### src/rtl/sar_pkg.sv
`default_nettype none
// ============================================================================
// Module   : sar_pkg
// Brief    : Shared state encodings and offset-domain mapping for sar_search.
// Revision : 1.0 - initial release
// ============================================================================
package sar_pkg;

    localparam logic [1:0] c_ST_IDLE   = 2'd0;
    localparam logic [1:0] c_ST_SEARCH = 2'd1;
    localparam logic [1:0] c_ST_DONE   = 2'd2;

    typedef enum logic [1:0] {
        ST_IDLE   = c_ST_IDLE,
        ST_SEARCH = c_ST_SEARCH,
        ST_DONE   = c_ST_DONE
    } sar_state_t;

    localparam int c_MAP_W = 32;

    // Offset-binary <-> two's complement is a flip of the top operand bit;
    // the mapping is its own inverse and preserves ordering.
    function automatic logic [c_MAP_W-1:0] sar_offset_map(
        input logic [c_MAP_W-1:0] u,
        input int                 n,
        input bit                 sgn
    );
        return u ^ (sgn ? (c_MAP_W'(1) << (n - 1)) : '0);
    endfunction

endpackage
`default_nettype wire

### src/rtl/sar_search.sv
`default_nettype none
// ============================================================================
// Module   : sar_search
// Brief    : Successive-approximation search controller driving an external
//            magnitude comparator. Optional macro SAR_EARLY_EXIT_EN ends the
//            search on the first legal equal flag.
// Revision : 1.0 - initial release
// ============================================================================
module sar_search
    import sar_pkg::*;
#(
    parameter int N      = 4,
    parameter bit SIGNED = 1'b0
) (
    input  logic         clk,
    input  logic         rst,
    input  logic         start,
    input  logic         cmp_gt,
    input  logic         cmp_lt,
    input  logic         cmp_eq,
    output logic [N-1:0] guess,
    output logic         busy,
    output logic         done,
    output logic [N-1:0] result,
    output logic         found,
    output logic         err
);

    localparam int              c_KW    = $clog2(N);
    localparam logic [c_KW-1:0] c_K_TOP = c_KW'(N - 1);

    function automatic logic [N-1:0] map_n(input logic [N-1:0] u);
        return N'(sar_offset_map(c_MAP_W'(u), N, SIGNED));
    endfunction

    sar_state_t      r_state, w_state_nxt;
    logic [N-1:0]    r_acc, w_acc_nxt;
    logic [c_KW-1:0] r_k, w_k_nxt;
    logic [N-1:0]    r_guess, w_guess_nxt;
    logic [N-1:0]    r_result, w_result_nxt;
    logic            r_busy, w_busy_nxt;
    logic            r_done, w_done_nxt;
    logic            r_found, w_found_nxt;
    logic            r_err, w_err_nxt;

    logic            w_legal;
    logic            w_keep;
    logic            w_hit;
    logic            w_exit_early;
    logic [N-1:0]    w_acc_step;

    // Illegal flag combinations fall through as "greater than": bit dropped.
    assign w_legal    = $onehot({cmp_gt, cmp_lt, cmp_eq});
    assign w_keep     = w_legal & (cmp_lt | cmp_eq);
    assign w_hit      = w_legal & cmp_eq;
    assign w_acc_step = r_acc | (w_keep ? (N'(1) << r_k) : '0);

`ifdef SAR_EARLY_EXIT_EN
    assign w_exit_early = w_hit;
`else
    assign w_exit_early = 1'b0;
`endif

    always_ff @(posedge clk) begin
        if (rst) begin
            r_state  <= ST_IDLE;
            r_acc    <= '0;
            r_k      <= '0;
            r_guess  <= '0;
            r_result <= '0;
            r_busy   <= 1'b0;
            r_done   <= 1'b0;
            r_found  <= 1'b0;
            r_err    <= 1'b0;
        end else begin
            r_state  <= w_state_nxt;
            r_acc    <= w_acc_nxt;
            r_k      <= w_k_nxt;
            r_guess  <= w_guess_nxt;
            r_result <= w_result_nxt;
            r_busy   <= w_busy_nxt;
            r_done   <= w_done_nxt;
            r_found  <= w_found_nxt;
            r_err    <= w_err_nxt;
        end
    end

    always_comb begin
        w_state_nxt  = r_state;
        w_acc_nxt    = r_acc;
        w_k_nxt      = r_k;
        w_guess_nxt  = r_guess;
        w_result_nxt = r_result;
        w_busy_nxt   = r_busy;
        w_done_nxt   = 1'b0;
        w_found_nxt  = r_found;
        w_err_nxt    = r_err;

        case (r_state)
            ST_IDLE: begin
                if (start) begin
                    w_state_nxt = ST_SEARCH;
                    w_acc_nxt   = '0;
                    w_k_nxt     = c_K_TOP;
                    w_guess_nxt = map_n(N'(1) << (N - 1));
                    w_busy_nxt  = 1'b1;
                    w_found_nxt = 1'b0;
                    w_err_nxt   = 1'b0;
                end
            end

            ST_SEARCH: begin
                w_acc_nxt   = w_acc_step;
                w_found_nxt = r_found | w_hit;
                w_err_nxt   = r_err | ~w_legal;
                if (w_exit_early) begin
                    w_result_nxt = r_guess;
                    w_found_nxt  = 1'b1;
                    w_state_nxt  = ST_DONE;
                    w_busy_nxt   = 1'b0;
                    w_done_nxt   = 1'b1;
                end else if (r_k == '0) begin
                    w_result_nxt = map_n(w_acc_step);
                    w_state_nxt  = ST_DONE;
                    w_busy_nxt   = 1'b0;
                    w_done_nxt   = 1'b1;
                end else begin
                    w_k_nxt     = r_k - c_KW'(1);
                    w_guess_nxt = map_n(w_acc_step | (N'(1) << (r_k - c_KW'(1))));
                end
            end

            // start is deliberately not sampled here; acceptance waits for IDLE.
            ST_DONE: begin
                w_state_nxt = ST_IDLE;
            end

            default: begin
                w_state_nxt = ST_IDLE;
            end
        endcase
    end

    assign guess  = r_guess;
    assign busy   = r_busy;
    assign done   = r_done;
    assign result = r_result;
    assign found  = r_found;
    assign err    = r_err;

endmodule
`default_nettype wire

### config.mk
export PLATFORM = sky130hd
export DESIGN_NAME = sar_search
export DESIGN_NICKNAME = d
export VERILOG_FILES = /design/src/rtl/sar_pkg.sv /design/src/rtl/sar_search.sv
export SDC_FILE = /design/constraint.sdc
export NUM_CORES = 1
export LEC_CHECK = 0
export CAP_MARGIN = 10
export CORE_UTILIZATION = 40
export CTS_BUF_LIST = sky130_fd_sc_hd__clkbuf_4
export DETAILED_ROUTE_END_ITERATION = 12
export PLACE_DENSITY = 0.7
export SETUP_SLACK_MARGIN = 0.02
export SLEW_MARGIN = 20
export SYNTH_ARGS = -nofsm -noshare
export SYNTH_HDL_FRONTEND = slang
export SYNTH_SLANG_ARGS = --single-unit
### constraint.sdc
create_clock -name clk -period 4.6 [get_ports clk]
set_clock_uncertainty 0.1 [all_clocks]
set_input_delay 0.92 -clock clk [delete_from_list [all_inputs] [get_ports clk]]
set_output_delay 0.92 -clock clk [all_outputs]
set_load 0.1 [all_outputs]
==> Word level (Yosys, flattened, before mapping) <==
Cells that the tools add are included.
{ "op_classes": {"n_addsub": 3, "n_eq_ne": 5, "shifts": 2, "n_mux": 19, "bitwise_logic": 9, "reduce_logical": 9} }
{ "op_table": {"columns": ["cell", "n"], "rows": [
  ["two-way mux 4 bit", 4],
  ["case mux 4 bit (2 select lines)", 2],
  ["two-way mux 2 bit", 4],
  ["bitwise OR 4 bit", 2],
  ["case mux 2 bit (2 select lines)", 2],
  ["<< shifter 1 x 2 -> 4 bit (first input constant)", 2],
  ["!= test 2 bit (second input constant)", 3],
  ["case mux 1 bit (2 select lines)", 3],
  ["AND reduction 2 bit", 3],
  ["AND reduction 3 bit", 2],
  ["equality test 2 x 1 -> 1 bit (second input constant)", 2],
  ["zero test 2 bit", 2],
  ["two-way mux 1 bit", 4],
  ["bitwise OR 1 bit", 3],
  ["adder 1 x 1 -> 2 bit", 1],
  ["adder 2 x 1 -> 2 bit", 1],
  ["AND 1 bit", 2],
  ["NOT 1 bit", 2],
  ["nonzero test 2 bit", 1],
  ["OR reduction 2 bit", 1],
  ["subtractor 2 x 1 -> 2 bit (second input constant)", 1]
]} }
{ "word_totals": {"regBits": 20, "in_bits": 6, "out_inout_bits": 12, "word_cells": 56} }

==> Depth between registers and ports, before layout <==
Gate-level depths: netlist (run 1).
{ "logic_depth": {"ltp_word": 9, "ltp_mapped": 6, "mapped_depth_nobuf": 6} }

==> Least setup slack after synthesis (run 1) <==
No wires, ideal clock.
{ "synth_path": {"kind": "input-to-reg", "start": "in cmp_gt", "end": "reg r_guess[3], in the netlist guess[3]", "setup_ns": 0.095, "arrival_ns": 2.071, "required_time_ns": 4.405, "path_slack_ns": 2.334, "path_stages": 6, "path_buffers": 0, "cell_sequence": "inv_1 fa_1 nand2b_4 nor2_1 a21oi_1 a221oi_1"} }
{ "synth_between": {"elab_chain_len": 8} }
{ "synth_lines": {"columns": ["element", "line_no", "text"], "rows": [
  ["start, declared", "sar_search.sv:18", "input logic cmp_gt,"],
  ["adder 2 x 1 -> 2 bit (implied by the code)", "sar_search.sv:53", "assign w_legal = $onehot({cmp_gt, cmp_lt, cmp_eq});"],
  ["equality test 2 x 1 -> 1 bit", "sar_search.sv:53", null],
  ["AND 1 bit", "sar_search.sv:54", "assign w_keep = w_legal & (cmp_lt | cmp_eq);"],
  ["two-way mux 4 bit", "sar_search.sv:56", "assign w_acc_step = r_acc | (w_keep ? (N'(1) << r_k) : '0);"],
  ["bitwise OR 4 bit", "sar_search.sv:56", null],
  ["bitwise OR 4 bit", "sar_search.sv:129", "w_guess_nxt = map_n(w_acc_step | (N'(1) << (r_k - c_KW'(1))));"],
  ["two-way mux 4 bit", "sar_search.sv:122", "end else if (r_k == '0) begin"],
  ["case mux 4 bit (2 select lines)", "sar_search.sv:99", "case (r_state)"],
  ["end signal, assigned", "sar_search.sv:79", "r_guess <= w_guess_nxt;"],
  ["end, declared", "sar_search.sv:39", "logic [N-1:0] r_guess, w_guess_nxt;"]
]} }
Every way passes these cells. The select of a mux whose other input is x is not followed.
A chain may end at the register's enable or synchronous reset.

==> Final worst setup path (run 1) <==
{ "layout_path": {"start": "reg r_result[2], in the netlist result[2]", "end": "out result[2]"} }
{ "layout_rtl": {"columns": ["element", "line_no", "text"], "rows": [
  ["start, declared", "sar_search.sv:40", "logic [N-1:0] r_result, w_result_nxt;"],
  ["start signal, assigned", "sar_search.sv:80", "r_result <= w_result_nxt;"],
  ["end, declared", "sar_search.sv:24", "output logic [N-1:0] result,"]
]} }
No word-level cell between the ends.

==> run_results.csv, run 1 <==
group,metric,value,unit
synthesis,synth_enable_flop_cells,0,
worst_setup_path,crit_path_top_delay_cell,"clkdlybuf4s50_1",
sta,hold_violations,0,
pwr,pwr-share-comb,0.327,
worst_setup_path,worst_r2r_startpoint,"r_k[0]",
synthesis,syn-num-nets,111,
synthesis,post_synth_instance_area,934.6,µm²
final_layout,final_common_cell,"dfxtp_1",
synthesis,synthTopCellsByArea,"dfxtp_1 43%, ha_1 8.0%, a21oi_1 6.4%",
synthesis,synth-warning-count,0,
clock_network,clock_sink_count,20,
final_layout,final_layout_size_suffix_gt1_frac,0.1379,
worst_setup_path,path_buf_inv,1,
final_layout,layout.cells.most_common_list,"20 x dfxtp_1, 17 x clkdlybuf4s50_1, 12 x a21oi_1, 8 x nor2_1, 7 x inv_1",
sta,final_setup_fails,0,
worst_setup_path,cp_cell_sequence,"clkdlybuf4s50_1",
place,final_replace_weighted_congestion,0.7291,
sta,unrepaired_setup_endpoints_after_global_routing,"no",
worst_setup_path,timing.rr.end,"r_k[0]",
worst_setup_path,crit_required,3.58,ns
clock_network,cts-root-buf,"clkbuf_4",
pwr,static-leakage-power,0.4401,nW
grt,grt_util_all_layers,0.1497,
synthesis,sequential_fraction_of_the_synthesis_area,0.4284,
synthesis,ys_dominant_reg_cell,"dfxtp_1",
routing,drt-initial-drc-count,3,
grt,grt_max_degree,21,
clock_network,post_cts.repair.setup_buffers,0,
floorplanning,floorplan.initialDensity,0.4225,
synthesis,synthDominantAreaCellType,"dfxtp_1",
routing,drt_pre_antenna_iters,4,
worst_setup_path,reg2reg_setup_slack,2.86,ns
clock_network,tritoncts_clock_tree,"yes",
floorplanning,floorplan.die_area,0.002534,mm²
floorplanning,die_h,50.34,µm
worst_setup_path,timing_worst_setup_path_type,"flop to output pin",
routing,via_per_inst,5.014,
final_layout,final_antenna_diode_count,0,
worst_setup_path,critPathMaxFanout,2,
grt,first_pass_grt_wire_length,2856,µm
sta,slew-limit-headroom,0.3495,
grt,vias_in_the_first_global_route,657,
pwr,vdd.ir_drop.worst,0.0002289,V
sta,timing.final.crit_period,2.820,ns
place,placement.io_buffers,17,
routing,vias,722,
routing,antenna_violating_nets_post_route,0,
status,outcome,"finished, final reports clean",
synthesis,netlist-cell-type-count,24,
place,place.detailed.instances,140,
floorplanning,num_rows,17,
synthesis,seq_cells_post_synth,20,
worst_setup_path,cp_top_family,"buffers and inverters",
routing,post-route-drc-count,0,
clock_network,clock_insertion_delay_worst_skew,0.30,ns
sta,finalHoldWorstSlack,0.3693,ns
worst_hold_path,hold_path.startpoint,"guess[0]",
worst_setup_path,worst-endpoint-arrival,1.80,ns
routing,postRouteWirelength,1725,µm
clock_network,post_cts_hold_buffer_count,0,
clock_network,cts_buf_count,3,
floorplanning,design.core.area,0.002212,mm²
sta,fin_crit_sh,0.6131,
pwr,netSwitchingPower,0.1556,mW
synthesis,syn_avg_cell_area,9.537,µm²
clock_network,clk_path_buf_depth,2,
clock_network,htreeDepth,1,
worst_setup_path,slowest_stage_delay_cp,1.14,ns
place,post_dp_cell_area,0.001112,mm²
final_layout,final_util,0.5147,
worst_hold_path,hold_path_class,"flop to flop",
floorplanning,dieWidth,50.34,µm
synthesis,synthCells,98,
clock_network,cts_repair_resize_count,0,
pwr,internal_power,0.2605,mW
worst_hold_path,hold_depth,2,
grt,antenna_found_initial,0,
final_layout,post_layout_nonfiller_instances,144,
worst_setup_path,critical_path.startpoint_type,"flop",
sta,achievable-frequency,354.6,MHz
synthesis,yosys_top_cell_area_share,0.4284,
floorplanning,ioPinCount,18,
final_layout,final_net_count,130,
place,dpl.hpwl,1248,µm
grt,grt_remaining_overflow,0,
worst_setup_path,reg2regPathDepth,6,
sta,worst_margin_slew,0.9727,ns
synthesis,async_flop_share,0,
pwr,power-per-cell-area,365.4,mW/mm²
worst_hold_path,hold-path-endpoint,"guess[0]",
final_layout,finish.instance_area,0.001139,mm²
pwr,clkPwrFrac,0.204,
final_layout,area_delta_synth_final,21.82,%
pwr,share_seq_of_total_power,0.469,
sta,fin_tns_setup,0,ns
pwr,power.switching_fraction,0.3740,
routing,routed_wire_length_per_instance,11.98,µm
worst_setup_path,worstSetupEndpointType,"output pin",
clock_network,cts.clk_slew.worst_paths,0.12,ns
job,max-cap-violations,0,
sta,timing.final.max_slew_violations,0,
[cell type report]
cell class              instances  area, µm²
well taps                      28      35.03
fillers                       217       1074
flip-flops and latches         20      400.4
inverters                       7      26.28
clock inverters                 1      3.754
multi-input cells              68      480.5
repair buffers                 17      170.2
clock buffers                   3      22.52
[power by group through the flow]
stage          logic (mW)  registers, mW  clock network (mW)
2_1_floorplan      0.0558          0.252                   0
3_3_place_gp        0.135          0.199                   0
3_5_place_dp        0.136          0.199                   0
4_1_cts             0.137          0.195              0.0874
5_1_grt             0.145          0.197              0.0948
6_report            0.136          0.195              0.0848
[Yosys cell counts, types with 2 or more instances]
| cell | number |
|---|---|
| a211oi_2 | 4 |
| a21oi_1 | 12 |
| a221oi_1 | 2 |
| and2b_4 | 2 |
| clkbuf_1 | 2 |
| dfxtp_1 | 20 |
| ha_1 | 6 |
| inv_1 | 7 |
| nand2_1 | 6 |
| nand2b_1 | 4 |
| nor2_1 | 8 |
| nor2_2 | 4 |
| nor2b_1 | 2 |
| nor3_1 | 4 |
| nor3b_1 | 2 |
| o21ai_0 | 4 |
| o31ai_1 | 2 |
[through the flow]
step / power (mW) / worst slack [ns]
final: 0.4161 / 1.780
after global routing: 0.4366 / 1.713
after CTS: 0.4197 / 1.766
after detailed placement: 0.3357 / 1.703
after global placement: 0.3335 / 1.718
after floorplan: 0.3082 / 2.334
[logic make-up after synthesis]
kind of cell / Yosys count / synth area share
simple gates: 35 / 0.2142
compound gates: 25 / 0.1821
buf+inv: 10 / 0.05757
mux: 1 / 0.01606
flops: 20 / 0.4284
fa+ha+maj: 7 / 0.1017
[sequential cells by signal, summed over array words and instances (netlist names)]
| signal | flops |
|---|---|
| done | 1 |
| busy | 1 |
| r_k | 2 |
| r_state | 2 |
| result | 4 |
| err | 1 |
| found | 1 |
| guess | 4 |
| r_acc | 4 |
[routing by layer]
layer / wire, µm / global-route usage / vias to the layer above
met4: 12 / 0.08333 / 0
met5: 0 / 0 / -
met3: 78 / 0.02727 / 2
met1: 828 / 0.1763 / 340
li1: - / - / 364
met2: 805 / 0.2533 / 16
[how the worst max path moves through the flow]
stage	start	to	slack [ns]	cells after the start
after floorplan	cmp_gt	guess[3]	2.33	6
after global placement	cmp_lt	guess[3]	1.72	7
after detailed placement	cmp_eq	guess[3]	1.70	7
after CTS	result[2]	result[2]	1.77	1
after global routing	err	err	1.71	1
final	result[2]	result[2]	1.78	1
No activity file was read; power rests on OpenSTA's default activity.
==> inputs of run 2 (changes only) <==
Settings changed: PLACE_DENSITY 0.7 to 0.73.
Clock period 4.6 ns to 2.55 ns, I/O delays scaled along.
==> run_results.csv, run 2 (synthesis gave the netlist of run 1 again) <==
group,metric,value,unit
sta,final_setup_fails,0,
floorplanning,ioPinCount,18,
worst_setup_path,worstSetupEndpointType,"flop",
sta,worst_margin_slew,0.2969,ns
final_layout,area_delta_synth_final,22.22,%
clock_network,clock_insertion_delay_worst_skew,0.30,ns
routing,post-route-drc-count,0,
final_layout,layout.cells.most_common_list,"20 x dfxtp_1, 13 x buf_4, 12 x a21oi_1, 8 x nor2_1, 7 x inv_1",
grt,antenna_found_initial,0,
clock_network,cts_repair_resize_count,0,
grt,grt_max_degree,14,
floorplanning,floorplan.die_area,0.002534,mm²
floorplanning,num_rows,17,
routing,detailroute.wirelength.met2,823,µm
place,placement.io_buffers,17,
final_layout,final_common_cell,"dfxtp_1",
pwr,total_power,0.8486,mW
routing,drt_pre_antenna_iters,4,
routing,via_per_inst,5.014,
sta,fin_crit_sh,0.8629,
floorplanning,dieWidth,50.34,µm
worst_setup_path,critPathMaxFanout,5,
routing,vias,727,
routing,route.top_layer_used,"met4",
grt,grt_remaining_overflow,0,
final_layout,final_net_count,131,
sta,timing.final.crit_period,2.200,ns
routing,m1WireLength,809,µm
pwr,static-leakage-power,0.4798,nW
final_layout,regArea,400.4,µm²
job,max-cap-violations,0,
sta,hold_violations,0,
clock_network,cts-root-buf,"clkbuf_4",
worst_setup_path,critPathCapture,"guess[3]",
clock_network,tritoncts_clock_tree,"yes",
worst_hold_path,hold_path_class,"flop to flop",
grt,first_pass_grt_wire_length,2932,µm
sta,unrepaired_setup_endpoints_after_global_routing,"no",
routing,postRouteWirelength,1723,µm
pwr,vdd.ir_drop.worst,0.0004225,V
sta,achievable-frequency,454.5,MHz
worst_setup_path,critical_path.startpoint_type,"input pin",
place,final_replace_weighted_congestion,0.7288,
pwr,power-per-cell-area,742.9,mW/mm²
floorplanning,die_h,50.34,µm
worst_setup_path,worst_r2r_startpoint,"r_k[0]",
final_layout,post_layout_nonfiller_instances,145,
worst_setup_path,worstSetupStartpoint,"cmp_lt",
clock_network,cts.clk_slew.worst_paths,0.11,ns
grt,vias_in_the_first_global_route,729,
sta,finalHoldWorstSlack,0.3644,ns
clock_network,post_cts.repair.setup_buffers,0,
sta,timing.final.max_slew_violations,0,
final_layout,finish.instance_area,0.001142,mm²
final_layout,multi_input_comb_area,480.5,µm²
floorplanning,floorplan.initialDensity,0.4225,
worst_setup_path,timing.rr.end,"r_k[0]",
sta,slew-limit-headroom,0.8003,
place,place.detailed.instances,141,
final_layout,final_antenna_diode_count,0,
worst_setup_path,worst-endpoint-arrival,2.31,ns
routing,met3_wirelength,75,µm
worst_setup_path,reg2regPathDepth,6,
sta,fin_tns_setup,0,ns
floorplanning,design.core.area,0.002212,mm²
status,outcome,"finished, final reports clean",
place,dpl.hpwl,1276,µm
clock_network,clk_path_buf_depth,2,
clock_network,cts_buf_count,3,
routing,routed_wire_length_per_instance,11.88,µm
clock_network,post_cts_hold_buffer_count,0,
routing,antenna_violating_nets_post_route,0,
clock_network,htreeDepth,1,
place,post_dp_cell_area,0.001090,mm²
worst_hold_path,hold_path.startpoint,"guess[0]",
routing,drt-initial-drc-count,7,
grt,grt_util_all_layers,0.1534,
final_layout,final_layout_size_suffix_gt1_frac,0.2564,
worst_setup_path,crit_required,2.66,ns
worst_setup_path,reg2reg_setup_slack,0.82,ns
final_layout,n_fill_cell,218,
clock_network,clock_sink_count,20,
worst_setup_path,timing_worst_setup_path_type,"input pin to flop",
## run 2: worst max-delay path, stage by stage
cell and delay, ns:
clkdlybuf4s50_1 0.48, inv_1 0.06, fa_1 0.45, nand2b_4 0.17, nor2_1 0.20, a21oi_1 0.15
a221oi_1 0.28
## run 2: power by group
group	switching (mW)	internal, mW
Clock	0.0970	0.159
Combinational	0.166	0.0749
Sequential	0.0181	0.334
Total	0.281	0.567
## run 2: final cells by class
| class | instances | area share |
|---|---|---|
| Clock buffer | 3 | 0.01972 |
| Clock inverter | 1 | 0.02629 |
| Inverter | 7 | 0.02300 |
| Multi-Input combinational cell | 68 | 0.4206 |
| Sequential cell | 20 | 0.3505 |
| Tap cell | 28 | 0.03067 |
| Timing Repair Buffer | 18 | 0.1292 |
## run 2: metrics by stage
stage | utilization | worst slack, ns
global placement | 0.4926 | 0.07709
finish | 0.5164 | 0.3496
floorplan | - | 0.6936
global route | 0.5164 | 0.2313
detailed placement | 0.4926 | 0.04496
CTS | 0.5164 | 0.3617
## run 2: per-layer routing
metal	GRT usage	up-vias
met1	0.1651	342
met5	0	-
met4	0.04167	0
met3	0.05455	2
met2	0.2800	17
li1	-	366
## run 2: how the worst min path moves through the flow
stage                    end  cells past startpoint  slack, ns
finish              guess[0]                      2       0.36
global route        guess[0]                      2       0.39
CTS                 guess[2]                      2       0.37
detailed placement  guess[2]                      2       0.35
global placement    guess[0]                      2       0.34
floorplan           r_acc[0]                      2       0.36
